<file path="src/rtl/prog_loader_pkg.sv">
// Shared constants for the boot loader: default sizes and FSM state encoding.
package prog_loader_pkg;

  localparam int DefaultWordSize     = 16;
  localparam int DefaultProgAddrSize = 15;

  // Image header carries the word count as two bytes.
  localparam int LenBits = 16;

  typedef enum logic [2:0] {
    LdIdle   = 3'd0,
    LdLenHi  = 3'd1,
    LdLenLo  = 3'd2,
    LdDataHi = 3'd3,
    LdDataLo = 3'd4,
    LdCheck  = 3'd5,
    LdRun    = 3'd6,
    LdError  = 3'd7
  } ldState_t;

endpackage

</file>
<file path="src/rtl/prog_loader.sv">
// Boot sequencer: holds the cpu in reset, streams a program image into
// instruction ROM, verifies the XOR checksum, then releases the cpu.
module prog_loader
  import prog_loader_pkg::*;
#(
  parameter int WordSize     = DefaultWordSize,
  parameter int ProgAddrSize = DefaultProgAddrSize
) (
  input  logic                    clk,
  input  logic                    reset,
  input  logic                    start,
  input  logic                    in_valid,
  input  logic [7:0]              in_data,
  output logic                    in_ready,
  output logic                    rom_we,
  output logic [ProgAddrSize-1:0] rom_addr,
  output logic [WordSize-1:0]     rom_wdata,
  output logic                    cpu_reset,
  output logic                    busy,
  output logic                    done,
  output logic                    error
);

  // Largest legal image; a full-size image ends exactly at address all-ones.
  localparam logic [31:0] MaxWords = 32'd1 << ProgAddrSize;

  ldState_t           state;
  logic [7:0]         lenHi;
  logic [7:0]         dataHi;
  logic [7:0]         checksum;
  logic [LenBits-1:0] wordTotal;
  logic [LenBits-1:0] wordCount;

  logic accept;
  assign accept = in_valid && in_ready;

  // Single FSM with all outputs registered; in_ready tracks the byte-receiving states.
  always_ff @(posedge clk) begin
    if (reset) begin
      state     <= LdIdle;
      lenHi     <= '0;
      dataHi    <= '0;
      checksum  <= '0;
      wordTotal <= '0;
      wordCount <= '0;
      in_ready  <= 1'b0;
      rom_we    <= 1'b0;
      rom_addr  <= '0;
      rom_wdata <= '0;
      cpu_reset <= 1'b1;
      busy      <= 1'b0;
      done      <= 1'b0;
      error     <= 1'b0;
    end else begin
      rom_we <= 1'b0;
      case (state)
        LdIdle, LdRun, LdError: begin
          if (start) begin
            state     <= LdLenHi;
            checksum  <= '0;
            wordCount <= '0;
            in_ready  <= 1'b1;
            cpu_reset <= 1'b1;
            busy      <= 1'b1;
            done      <= 1'b0;
            error     <= 1'b0;
          end
        end
        LdLenHi: begin
          if (accept) begin
            lenHi    <= in_data;
            checksum <= checksum ^ in_data;
            state    <= LdLenLo;
          end
        end
        LdLenLo: begin
          if (accept) begin
            wordTotal <= {lenHi, in_data};
            checksum  <= checksum ^ in_data;
            if ({16'd0, lenHi, in_data} > MaxWords) begin
              state    <= LdError;
              in_ready <= 1'b0;
              busy     <= 1'b0;
              error    <= 1'b1;
            end else if ({lenHi, in_data} == '0) begin
              state <= LdCheck;
            end else begin
              state <= LdDataHi;
            end
          end
        end
        LdDataHi: begin
          if (accept) begin
            dataHi   <= in_data;
            checksum <= checksum ^ in_data;
            state    <= LdDataLo;
          end
        end
        LdDataLo: begin
          if (accept) begin
            rom_we    <= 1'b1;
            rom_addr  <= ProgAddrSize'(wordCount);
            rom_wdata <= WordSize'({dataHi, in_data});
            checksum  <= checksum ^ in_data;
            wordCount <= wordCount + 1'b1;
            // Counter never exceeds wordTotal, so the write address cannot wrap.
            if (wordCount + 1'b1 == wordTotal) begin
              state <= LdCheck;
            end else begin
              state <= LdDataHi;
            end
          end
        end
        LdCheck: begin
          if (accept) begin
            in_ready <= 1'b0;
            busy     <= 1'b0;
            if (in_data == checksum) begin
              state     <= LdRun;
              cpu_reset <= 1'b0;
              done      <= 1'b1;
            end else begin
              state <= LdError;
              error <= 1'b1;
            end
          end
        end
      endcase
    end
  end

endmodule
</file>
<file path="config.mk">
export PLATFORM = sky130hd
export DESIGN_NAME = prog_loader
export DESIGN_NICKNAME = d
export VERILOG_FILES = /design/src/rtl/prog_loader_pkg.sv /design/src/rtl/prog_loader.sv
export SDC_FILE = /design/constraint.sdc
export NUM_CORES = 1
export LEC_CHECK = 0
export CAP_MARGIN = 30
export CORE_ASPECT_RATIO = 1.75
export CORE_MARGIN = 5
export CORE_UTILIZATION = 57
export DETAILED_ROUTE_END_ITERATION = 16
export DONT_BUFFER_PORTS = 1
export GPL_TIMING_DRIVEN = 0
export PLACE_DENSITY_LB_ADDON = 0.2
export SLEW_MARGIN = 10
export SYNTH_ARGS = -nofsm -noshare
export SYNTH_HDL_FRONTEND = slang
export SYNTH_SLANG_ARGS = --single-unit
</file>
<file path="constraint.sdc">
create_clock -name clk -period 2.2 [get_ports clk]
set_input_delay 0.11 -clock clk [delete_from_list [all_inputs] [get_ports clk]]
set_output_delay 0.11 -clock clk [all_outputs]
set_load 0.01 [all_outputs]
</file>
# ---- Word-level counts from Yosys, hierarchy flattened
# Index checks and enable logic that the tools add are counted.
dict set report word_totals {
  in_bits 12
  ff_bits 95
  latch_bits 0
  mem_bits_ro 0
  mem_bits_rw 0
  mem_count 0
  word_cells 91
  out_inout_bits 37
}
dict set report classes {
  reduce_logical 20
  add_sub_neg 1
  magnitude_cmp 1
  div_mod_pow 0
  multipliers 0
  shifts 0
  bitwise_logic 2
  eq_ne 19
  n_mux 35
}
# op count
set ops {}
lappend ops {{16-bit two-way mux} 2}
lappend ops {{16-bit case mux with 2 select lines} 1}
lappend ops {{3-bit two-way mux} 9}
lappend ops {{2-bit != test (second input constant)} 9}
lappend ops {{3-bit case mux with 6 select lines} 1}
lappend ops {{16-bit by 1-bit adder with 16-bit output (second input constant)} 1}
lappend ops {{16-bit == test} 1}
lappend ops {{16-bit > comparator (second input constant)} 1}
lappend ops {{16-bit zero test} 1}
lappend ops {{8-bit two-way mux} 2}
lappend ops {{8-bit case mux with 2 select lines} 1}
lappend ops {{1-bit two-way mux} 15}
lappend ops {{3-bit == test (second input constant)} 4}
lappend ops {{6-bit AND reduction} 2}
lappend ops {{8-bit == test} 1}
lappend ops {{2-bit AND reduction} 4}
lappend ops {{8-bit XOR} 1}
lappend ops {{3-bit by 2-bit == test with 1-bit output (second input constant)} 2}
lappend ops {{1-bit case mux with 3 select lines} 2}
lappend ops {{3-bit AND reduction} 2}
lappend ops {{2-bit nonzero test} 3}
lappend ops {{5-bit AND reduction} 1}
lappend ops {{1-bit case mux with 2 select lines} 2}
lappend ops {{4-bit AND reduction} 1}
lappend ops {{other kinds (9)} 9}

# ---- Logic depth before layout (Yosys ltp)
# Gate-level depths: netlist of the first run.
dict set report depth {
  word_depth 5
  mapped_depth 8
  ltp_nobuf 7
}

# ---- Least setup slack after synthesis of the first run
# No wires, ideal clock.
dict set report synth_timing {
  path_type {reg2reg}
  startpoint {register wordCount[0]}
  endpoint {register state[1]}
  path_stages_with_launch 9
  required_ns 2.075
  setup_time_ns 0.125
  arrival_time_ns 1.996
  slack_ns 0.079
  synth_period_minus_slack_ns 2.121
  n_path_buf 1
  path_cell_list {dfxtp_1 -> ha_1 -> and3_1 -> clkbuf_1 -> a311o_1 -> a21oi_1 -> a2bb2o_4 -> nor4_2 -> a21oi_1}
}
dict set report synth_via {
  elab_chain_len 5
}
# element line
set synth_lines {}
lappend synth_lines {{start: declaration} prog_loader.sv:32} ;# logic [LenBits-1:0] wordCount;
lappend synth_lines {{start signal: assignment} prog_loader.sv:105} ;# wordCount <= wordCount + 1'b1;
lappend synth_lines {{16-bit by 1-bit adder with 16-bit output} prog_loader.sv:107} ;# if (wordCount + 1'b1 == wordTotal) begin
lappend synth_lines {{16-bit == test} prog_loader.sv:107}
lappend synth_lines {{3-bit two-way mux} prog_loader.sv:107}
lappend synth_lines {{3-bit two-way mux} prog_loader.sv:100} ;# if (accept) begin
lappend synth_lines {{3-bit case mux with 6 select lines} prog_loader.sv:56} ;# case (state)
lappend synth_lines {{end signal: assignment} prog_loader.sv:59} ;# state <= LdLenHi;
lappend synth_lines {{end signal: assignment} prog_loader.sv:108} ;# state <= LdCheck;
lappend synth_lines {{end signal: assignment} prog_loader.sv:110} ;# state <= LdDataHi;
lappend synth_lines {{end: declaration} prog_loader.sv:27} ;# ldState_t state;
# No other way between the ends. The select of a mux whose other input is x is not followed.
# A chain may end at the register's enable or synchronous reset.

# ---- Final worst setup path of the first run
dict set report layout_timing {
  startpoint {register wordCount[3]}
  endpoint {register state[2]}
}
# The elaborated chain is that of the path after synthesis.

==> results.py, run 1 <==
metrics = {
    "drt": {
        "ant_nets": 0,
        "wire_per_inst_um": 19.0,
        "totalWireLength_um": 12600,
        "drc_errors": 0,
        "routed_via_density": 6.12,
        "routed-via-count": 4053,
        "drtIter0Drc": 306,
        "dr.pass1.iters": 5,
    },
    "sta": {
        "worst_slew_pin_slew_ps": 888,
        "fin_skew_ps": 5.29,
        "slew_viol_final": 0,
        "setup-tns-final_ps": 0,
        "fin_ws_ps": 50.7,
        "clock.fmax_mhz": 465,
        "fin_crit_sh_pct": 97.7,
        "maxSlewHeadroom_pct": 40.4,
        "hold_violations": 0,
        "whs_ps": 24.5,
        "min_period_ps": 2150,
        "setup_viol": 0,
        "rsz0062_at_grt": "yes",
    },
    "logic_synthesis": {
        "synth.area.top_cells": "dfxtp_1 (42%), a21oi_1 (7.2%), mux2i_1 (7.1%), nand2_1 (6.3%), nor2_1 (5.8%)",
        "yosysTopAreaCellShare_pct": 42.2,
        "yosysTopAreaCell": "dfxtp_1",
        "synth-seq-area-share_pct": 42.2,
        "yosys.cell_types.count": 51,
        "syn_avg_cell_area_um2": 8.23,
        "synth_cells": 547,
        "async_flop_share_pct": 0,
        "synth_fp_nets": 560,
        "ys_ff_latch": 95,
        "syn_area_um2": 4500,
        "synth_flop_cell": "dfxtp_1",
        "synth_edf_count": 0,
        "yosysWarnings": 0,
    },
    "pwr": {
        "ir_drop_mv": 0.651,
        "power_density_nw_per_um2": 727,
        "p_leak_nw": 1.87,
        "finalPower_mw": 3.79,
    },
    "floorplan": {
        "core_area_um2": 7800,
        "die_width_um": 77.2,
        "start_util_pct": 57.7,
        "fp.dieH_um": 128,
        "io_pins": 49,
        "rows": 43,
        "die-area_um2": 9850,
    },
    "finish": {
        "fillers": 634,
        "utilization_pct": 66.8,
        "layoutNonFillerInstCount": 662,
        "final_common_cell": "dfxtp_1",
        "antennaDiodeCount": 0,
        "final_nets": 580,
        "fin_area_um2": 5220,
        "drive_gt1_share_pct": 13.6,
        "syn2layout_area_growth_pct": 15.8,
        "final_cell_mix": "dfxtp_1 (89), nand2_1 (76), nor2_1 (68)",
    },
    "global_routing": {
        "first_global_vias": 4010,
        "grt.overflow.total": 0,
        "grt_pass1_wl_um": 19800,
        "grt_usage_pct": 25.0,
        "grt_start_max_net_pins": 18,
        "grt_antenna_before_repair": 0,
    },
    "clock_tree": {
        "worstSkewPairLatency_ps": 340,
        "ctsRootBufferMaster": "clkbuf_16",
        "clkTransAtPathRegs_ps": 70,
        "htreeDepth": 3,
        "clock_path_buffers": 2,
        "cts_tree": "done",
        "cts_inserted_buffers": 9,
        "cts.sinks": 95,
    },
    "setup_path": {
        "crit_family": "simple AND/OR/NAND/NOR gates",
        "cpMaxStageDelayCell": "or4_4",
        "end_kind": "register",
        "worstSetupStartpointType": "register",
        "cp_max_fo": 4,
        "arrival_ps": 2430,
        "crit_buf_inv": 1,
        "required_ps": 2480,
        "crit_path_cell_trace": "buf_6 -> and4_4 -> nand2_4 -> or4_4 -> a2bb2o_4 -> nor4_4 -> o211a_1",
        "criticalPathCategory": "reg2reg",
        "cpPeakStageDelay_ps": 540,
    },
    "place": {
        "pre_cts_ws_ps": -418,
        "dp.cells": 637,
        "dpl.hpwl_um": 8660,
        "globalplace.congestion": 0.857,
        "numPortBuffers": 0,
        "place_area_um2": 4610,
    },
    "min_path": {
        "hp-class": "in2reg",
    },
    "run_status": {
        "outcome": "finished clean",
    },
    "flow_run": {
        "maxCapViolCount": 0,
    },
}
==> per-layer routing <==
metal	routed length [µm]	GRT usage, %	vias to the layer above
met4	595	13.8	0
met2	6760	46.8	141
met5	0	0	-
li1	-	-	1924
met1	4670	26.0	1943
met3	543	3.53	45
==> registers in the layout (all words and copies together) (netlist names) <==
register	count
busy	1
wordCount	16
dataHi	8
wordTotal	16
state	3
done	1
rom_we	1
cpu_reset	1
error	1
rom_wdata	16
checksum	8
rom_addr	15
lenHi	8
==> synthesized netlist by cell type (2+ instances only) <==
master	n
a31oi_1	4
buf_6	6
clkbuf_8	2
o211ai_1	3
o21ai_0	27
dfxtp_1	95
nand2_1	76
nand3_1	8
and3_1	2
a211oi_1	2
nor4_1	10
and4_4	2
o2111ai_1	2
clkbuf_1	35
and2_1	3
nor2_1	70
nand3b_1	14
nand4_1	7
buf_4	2
nor3_1	5
or3_1	6
mux2i_1	32
xor2_1	16
a21oi_1	65
nor4b_1	2
nor2b_1	4
inv_1	2
a22oi_1	2
a311o_1	2
nand2b_1	3
nor3b_1	4
xnor2_1	15
==> worst reg2reg max path, delay by kind of cell (launching register included) <==
family	cells	cell delay, ps
AOI/OAI and AO/OA	2	410
buffers and inverters	1	100
DFF	1	320
and+or+nand+nor	4	1260
==> area by class of cell <==
| type | instances | area (µm²) | area share [%] |
|---|---|---|---|
| multi-input combinational | 403 | 2490 | 47.7 |
| sequential | 95 | 1910 | 36.7 |
| timing repair buffer | 11 | 85.1 | 1.63 |
| clock inverter | 7 | 124 | 2.38 |
| tap | 90 | 113 | 2.16 |
| clock buffer | 9 | 225 | 4.32 |
| buffer | 45 | 260 | 4.99 |
| inverter | 2 | 7.51 | 0.144 |
==> cell families (layout without fill, tap and decap cells) <==
logic type                 after synthesis  in the layout  share of synthesized area, %
adders and majority gates                1              1                         0.278
DFF                                     95             95                          42.2
AOI/OAI and AO/OA                      114            114                          14.4
buffers and inverters                   49             74                          5.73
xor gates and xnor gates                31             31                          6.03
and+or+nand+nor                        225            225                          24.2
muxes                                   32             32                          7.12
==> path summary, 6_finish.rpt <==
check / start / to / slack (ps) / cells after the start
worst max-delay path: wordCount[3]$_SDFFE_PP0P_ / state[2]$_SDFFE_PP0P_ / 50 / 7
worst min-delay path: start / done$_SDFFE_PP0P_ / 20 / 3
worst max register to register: wordCount[3]$_SDFFE_PP0P_ / state[2]$_SDFFE_PP0P_ / 50 / 7
worst min register to register: dataHi[7]$_SDFFE_PP0P_ / rom_wdata[15]$_SDFFE_PP0P_ / 460 / 2
==> power by group <==
| group | total [mW] | internal, mW | switching (mW) |
|---|---|---|---|
| clock network | 1.82 | 1.13 | 0.699 |
| logic | 0.219 | 0.0677 | 0.152 |
| registers | 1.75 | 1.73 | 0.0170 |
| total | 3.79 | 2.93 | 0.868 |
==> what timing repair did <==
action	CTS	global route
buffers inserted	7	3
endpoints found under the hold margin	1	0
pin swaps	5	8
endpoints found under the setup margin	67	39
gates cloned	0	0
gates resized for setup	26	23
hold buffers	1	0
Power figures use the tool's default switching activity.
==> inputs of run 2 (changes only) <==
--- a/config.mk
+++ b/config.mk
@@ -8,11 +8,11 @@
 export CAP_MARGIN = 30
 export CORE_ASPECT_RATIO = 1.75
 export CORE_MARGIN = 5
-export CORE_UTILIZATION = 57
+export CORE_UTILIZATION = 55
 export DETAILED_ROUTE_END_ITERATION = 16
 export DONT_BUFFER_PORTS = 1
 export GPL_TIMING_DRIVEN = 0
-export PLACE_DENSITY_LB_ADDON = 0.2
+export PLACE_DENSITY = 0.82
 export SLEW_MARGIN = 10
 export SYNTH_ARGS = -nofsm -noshare
 export SYNTH_HDL_FRONTEND = slang
==> run 2 against run 1 <==
Via count grew 0.32%. Routed wire length shrank 3.4%. Die area rose by 3.3%. Non-clock buffer count is 4 lower. Clock skew grew 3.0 ps. Final cell count is 0.60% lower. Total power fell by 7.5%. Sequential share of layout area grew 0.60 points. Hold slack got worse by 8.8 ps. Sequential power hardly changed. Critical endpoint is now state[1]$_SDFFE_PP0P_. Largest cell class unchanged. Largest power group is now sequential cells.
==> results.py, run 2 (synthesis gave the netlist of run 1 again) <==
metrics = {
    "min_path": {
        "min_from": "start",
        "hp-class": "in2reg",
    },
    "run_status": {
        "outcome": "finished clean",
    },
    "finish": {
        "final_nets": 576,
        "final_common_cell": "dfxtp_1",
        "drive_gt1_share_pct": 12.1,
        "antennaDiodeCount": 0,
        "layoutNonFillerInstCount": 658,
        "biggestRegsByFlops": "rom_wdata: 16 flops, wordCount: 16 flops, wordTotal: 16 flops",
        "final_cell_mix": "dfxtp_1 (92), nand2_1 (76), nor2_1 (67)",
        "fillers": 633,
        "syn2layout_area_growth_pct": 13.5,
    },
    "drt": {
        "routed-via-count": 4066,
        "wire_per_inst_um": 18.5,
        "totalWireLength_um": 12100,
        "drtIter0Drc": 405,
        "dr.pass1.iters": 5,
        "drc_errors": 0,
        "routed_via_density": 6.18,
        "ant_nets": 0,
    },
    "floorplan": {
        "start_util_pct": 56.5,
        "fp.dieH_um": 130,
        "rows": 43,
        "core_area_um2": 7960,
        "io_pins": 49,
        "die_width_um": 78.4,
        "die-area_um2": 10200,
    },
    "clock_tree": {
        "cts_inserted_buffers": 9,
        "clock_path_buffers": 2,
        "cts.sinks": 95,
        "worstSkewPairLatency_ps": 350,
        "clkTransAtPathRegs_ps": 70,
        "cts_tree": "done",
        "ctsRootBufferMaster": "clkbuf_16",
        "htreeDepth": 3,
    },
    "place": {
        "dpl.hpwl_um": 8490,
        "globalplace.congestion": 0.925,
        "dp.cells": 637,
        "numPortBuffers": 0,
        "pre_cts_ws_ps": -385,
    },
    "pwr": {
        "ir_drop_mv": 0.573,
        "power_density_nw_per_um2": 687,
        "p_comb_share_pct": 6.4,
        "clkPwrFrac_pct": 43.7,
        "p_sw_mw": 0.865,
        "p_int_mw": 2.64,
        "p_leak_nw": 1.80,
        "swShare_pct": 24.6,
        "pwr-share-seq_pct": 49.9,
    },
    "setup_path": {
        "end_kind": "register",
        "crit_path_start": "wordCount[0]$_SDFFE_PP0P_",
        "worstSetupStartpointType": "register",
        "cpMaxStageDelayCell": "or4_4",
        "cpPeakStageDelay_ps": 530,
        "cp_max_fo": 8,
        "arrival_ps": 2380,
        "crit_path_cell_trace": "and4_4 -> nand2_4 -> or4_4 -> a2bb2o_4 -> nor4_4 -> a21oi_1",
        "criticalPathCategory": "reg2reg",
        "timing.rr.start": "wordCount[0]$_SDFFE_PP0P_",
        "required_ps": 2430,
    },
    "sta": {
        "maxSlewHeadroom_pct": 57.3,
        "fin_ws_ps": 41.8,
        "setup_viol": 0,
        "fin_skew_ps": 8.32,
        "clock.fmax_mhz": 463,
        "hold_violations": 0,
        "min_period_ps": 2160,
        "slew_viol_final": 0,
        "worst_slew_pin_slew_ps": 640,
        "fin_crit_sh_pct": 98.1,
    },
    "global_routing": {
        "grt_antenna_before_repair": 0,
        "grt.overflow.total": 0,
        "grt_pass1_wl_um": 19200,
        "grt_start_max_net_pins": 17,
        "grt_usage_pct": 24.1,
        "first_global_vias": 3970,
    },
    "flow_run": {
        "maxCapViolCount": 0,
    },
}
## run 2: cell types whose count changed in the layout (fill, tap and decap cells not counted), sizes merged
cell,before,now
buf,19,16
bufinv,3,0
clkbuf,45,46
clkinv,1,3
clkinvlp,0,1
inv,5,3
## run 2: worst paths after layout
path	endpoint	slack (ps)	cells after the start
max reg2reg	state[1]$_SDFFE_PP0P_	40	6
min	done$_SDFFE_PP0P_	20	3
min reg2reg	rom_wdata[9]$_SDFFE_PP0P_	460	2
max	state[1]$_SDFFE_PP0P_	40	6
## run 2: power groups by stage
stage / sequential [mW] / combinational (mW) / clock, mW
2_1_floorplan: 1.78 / 0.152 / 0
3_3_place_gp: 1.79 / 0.200 / 0
3_5_place_dp: 1.79 / 0.204 / 0
4_1_cts: 1.75 / 0.216 / 1.53
5_1_grt: 1.75 / 0.244 / 1.61
6_report: 1.75 / 0.225 / 1.53
## run 2: cell type report
| type | instances | area, µm² | share of cell area [%] |
|---|---|---|---|
| Multi-Input combinational cell | 403 | 2470 | 48.5 |
| Sequential cell | 95 | 1910 | 37.3 |
| Timing Repair Buffer | 7 | 55.1 | 1.08 |
| Buffer | 45 | 258 | 5.05 |
| Clock buffer | 11 | 253 | 4.95 |
| Clock inverter | 5 | 41.3 | 0.808 |
| Tap cell | 90 | 113 | 2.20 |
| Inverter | 2 | 7.51 | 0.147 |
## run 2: repair_timing
item | 4_1_cts | 5_1_grt
pin swaps | 1 | 5
endpoints found under the setup margin | 66 | 60
hold endpoints to repair | 1 | 0
resized for setup | 24 | 16
hold buffers | 1 | 0
setup buffers | 0 | 6
## run 2: worst max-delay path: cells and delay by family, from the launching register on
kind	cells	cell delay, ps
compound gates	2	360
flops	1	440
simple gates	4	1230
## run 2: through the flow
stage	utilization (%)	hold slack [ps]	total power, mW	cell area, µm²	setup TNS, ps
2_1_floorplan	-	274	1.94	4500	0
3_3_place_gp	58.0	288	1.99	4610	-10000
3_5_place_dp	58.0	290	1.99	4610	-11870
4_1_cts	62.8	16.8	3.50	5000	0
5_1_grt	64.1	66.1	3.61	5110	-150
6_report	64.1	15.7	3.51	5110	0
## run 2: layer usage
| metal | wire [µm] | vias up | track usage (%) |
|---|---|---|---|
| met3 | 668 | 64 | 4.80 |
| met1 | 4430 | 1898 | 24.6 |
| li1 | - | 1911 | - |
| met4 | 784 | 0 | 18.5 |
| met5 | 0 | - | 0 |
| met2 | 6260 | 193 | 42.6 |
==> inputs of run 3 (changes only) <==
==> constraint.sdc (replaced) <==
create_clock -name clk -period 2.2 [get_ports clk]
set_input_delay 0.11 -clock clk [delete_from_list [all_inputs] [get_ports clk]]
set_output_delay 0.11 -clock clk [all_outputs]
set_load 0.02 [all_outputs]
==> run 3 against run 2 <==
Combinational power down 2%. Global-route usage hardly changed. Count of clock-buffer cells in the layout is the same. First-iteration DRC count grew 3.7%. Final cell count unchanged. Hold slack improved by 1.8 ps. Sequential cell count is the same. Routed wire length shrank 1.1%. Worst setup slack worse by 17 ps. Sequential share of layout area is 0.14 points higher. Sequential power hardly changed. Critical path type unchanged.
==> results.py, run 3 (synthesis gave the netlist of run 1 again) <==
metrics = {
    "place": {
        "place_area_um2": 4610,
        "dp.cells": 637,
        "numPortBuffers": 0,
        "dpl.hpwl_um": 8490,
        "globalplace.congestion": 0.925,
        "pre_cts_ws_ps": -385,
    },
    "pwr": {
        "p_comb_share_pct": 6.3,
        "pwr-share-seq_pct": 50.1,
        "p_leak_nw": 1.80,
        "power_density_nw_per_um2": 688,
        "clkPwrFrac_pct": 43.6,
        "p_sw_mw": 0.859,
        "p_int_mw": 2.64,
        "swShare_pct": 24.5,
        "ir_drop_mv": 0.552,
    },
    "drt": {
        "dr.pass1.iters": 5,
        "ant_nets": 0,
        "totalWireLength_um": 12000,
        "routed-via-count": 4049,
        "drtIter0Drc": 420,
        "routed_via_density": 6.15,
        "wire_per_inst_um": 18.3,
        "drc_errors": 0,
    },
    "floorplan": {
        "core_area_um2": 7960,
        "start_util_pct": 56.5,
        "rows": 43,
        "die-area_um2": 10200,
        "fp.dieH_um": 130,
        "io_pins": 49,
        "die_width_um": 78.4,
    },
    "run_status": {
        "outcome": "finished clean",
    },
    "setup_path": {
        "crit_buf_inv": 1,
        "worstSetupStartpointType": "register",
        "criticalPathCategory": "reg2reg",
        "cpPeakStageDelay_ps": 440,
        "required_ps": 2430,
        "end_kind": "register",
        "crit_top_cell": "a21oi_1",
        "cpMaxStageDelayCell": "nor4_1",
        "crit_path_cell_trace": "buf_1 -> xnor2_1 -> nor4_1 -> a21oi_1 -> nor4_4 -> a21oi_1",
        "crit_family": "simple AND/OR/NAND/NOR gates",
        "cp_max_fo": 10,
        "arrival_ps": 2400,
    },
    "finish": {
        "layoutNonFillerInstCount": 658,
        "drive_gt1_share_pct": 12.0,
        "antennaDiodeCount": 0,
        "final_cell_mix": "dfxtp_1 (91), nand2_1 (76), nor2_1 (68)",
        "fin_area_um2": 5090,
        "final_common_cell": "dfxtp_1",
        "final_nets": 576,
        "syn2layout_area_growth_pct": 13.1,
        "biggestRegsByFlops": "rom_wdata: 16 flops, wordCount: 16 flops, wordTotal: 16 flops",
    },
    "clock_tree": {
        "worstSkewPairLatency_ps": 350,
        "clock_path_buffers": 2,
        "clkTransAtPathRegs_ps": 70,
        "cts.sinks": 95,
        "cts_tree": "done",
        "cts_inserted_buffers": 9,
        "htreeDepth": 3,
        "ctsRootBufferMaster": "clkbuf_16",
    },
    "min_path": {
        "hp-class": "in2reg",
    },
    "sta": {
        "maxSlewHeadroom_pct": 56.1,
        "whs_ps": 17.5,
        "clock.fmax_mhz": 460,
        "setup-tns-final_ps": 0,
        "fin_skew_ps": 8.00,
        "min_period_ps": 2180,
        "fin_crit_sh_pct": 98.9,
        "worst_slew_pin_slew_ps": 658,
        "setup_viol": 0,
        "slew_viol_final": 0,
        "hold_violations": 0,
        "fin_ws_ps": 24.4,
    },
    "global_routing": {
        "grt_antenna_before_repair": 0,
        "first_global_vias": 3979,
        "grt_usage_pct": 24.0,
        "grt.overflow.total": 0,
        "grt_pass1_wl_um": 19200,
        "grt_start_max_net_pins": 17,
    },
    "flow_run": {
        "maxCapViolCount": 0,
    },
}
==> run 3: cell count changes in the layout (fill, tap and decap cells not counted), sizes merged <==
cell    delta
buf        +1
clkbuf     -1
==> run 3: final cells by class <==
type / count / area, µm²
buffer: 45 / 254
clock buffer: 11 / 253
clock inverter: 5 / 41.3
fill: 637 / 2870
inverter: 2 / 7.51
multi-input combinational: 403 / 2460
sequential: 95 / 1910
tap: 90 / 113
timing repair buffer: 7 / 55.1
==> run 3: what timing repair did <==
item,CTS,global route
endpoints found under the hold margin,1,0
gates resized for setup,21,17
hold buffers,1,0
setup buffers,0,6
setup endpoints to repair,66,60
pin swaps,1,5
==> run 3: path summary, 6_finish.rpt <==
check                                 start  slack, ps                         to  cells past startpoint
setup / recovery  wordCount[7]$_SDFFE_PP0P_         20      state[1]$_SDFFE_PP0P_                      6
hold / removal                        start         20          done$_SDFFE_PP0P_                      3
setup reg to reg  wordCount[7]$_SDFFE_PP0P_         20      state[1]$_SDFFE_PP0P_                      6
hold reg to reg      dataHi[1]$_SDFFE_PP0P_        460  rom_wdata[9]$_SDFFE_PP0P_                      2
==> run 3: worst register-to-register path, delay by kind of cell, from the launching register on <==
family,cells,cell delay [ps]
compound gates,2,290
flops,1,380
simple gates,2,770
buf+inv,1,410
xor+xnor,1,210
==> run 3: power by group through the flow <==
stage	clock network, mW	registers, mW	logic (mW)
floorplan	0	1.79	0.153
global placement	0	1.79	0.201
detailed placement	0	1.79	0.205
CTS	1.53	1.75	0.215
global route	1.61	1.75	0.240
finish	1.53	1.75	0.220
==> run 3: routing by layer <==
| metal | vias to the layer above | global-route usage [%] | wire (µm) |
|---|---|---|---|
| li1 | 1916 | - | - |
| met2 | 187 | 42.6 | 6170 |
| met1 | 1887 | 24.6 | 4420 |
| met4 | 0 | 18.3 | 800 |
| met3 | 59 | 4.80 | 617 |
| met5 | - | 0 | 0 |
==> run 3: per-stage QoR <==
stage          utilization [%]  power (mW)
4_1_cts                   62.7        3.50
2_1_floorplan                -        1.94
3_5_place_dp              58.0        2.00
3_3_place_gp              58.0        1.99
6_report                  63.9        3.50
5_1_grt                   63.9        3.61
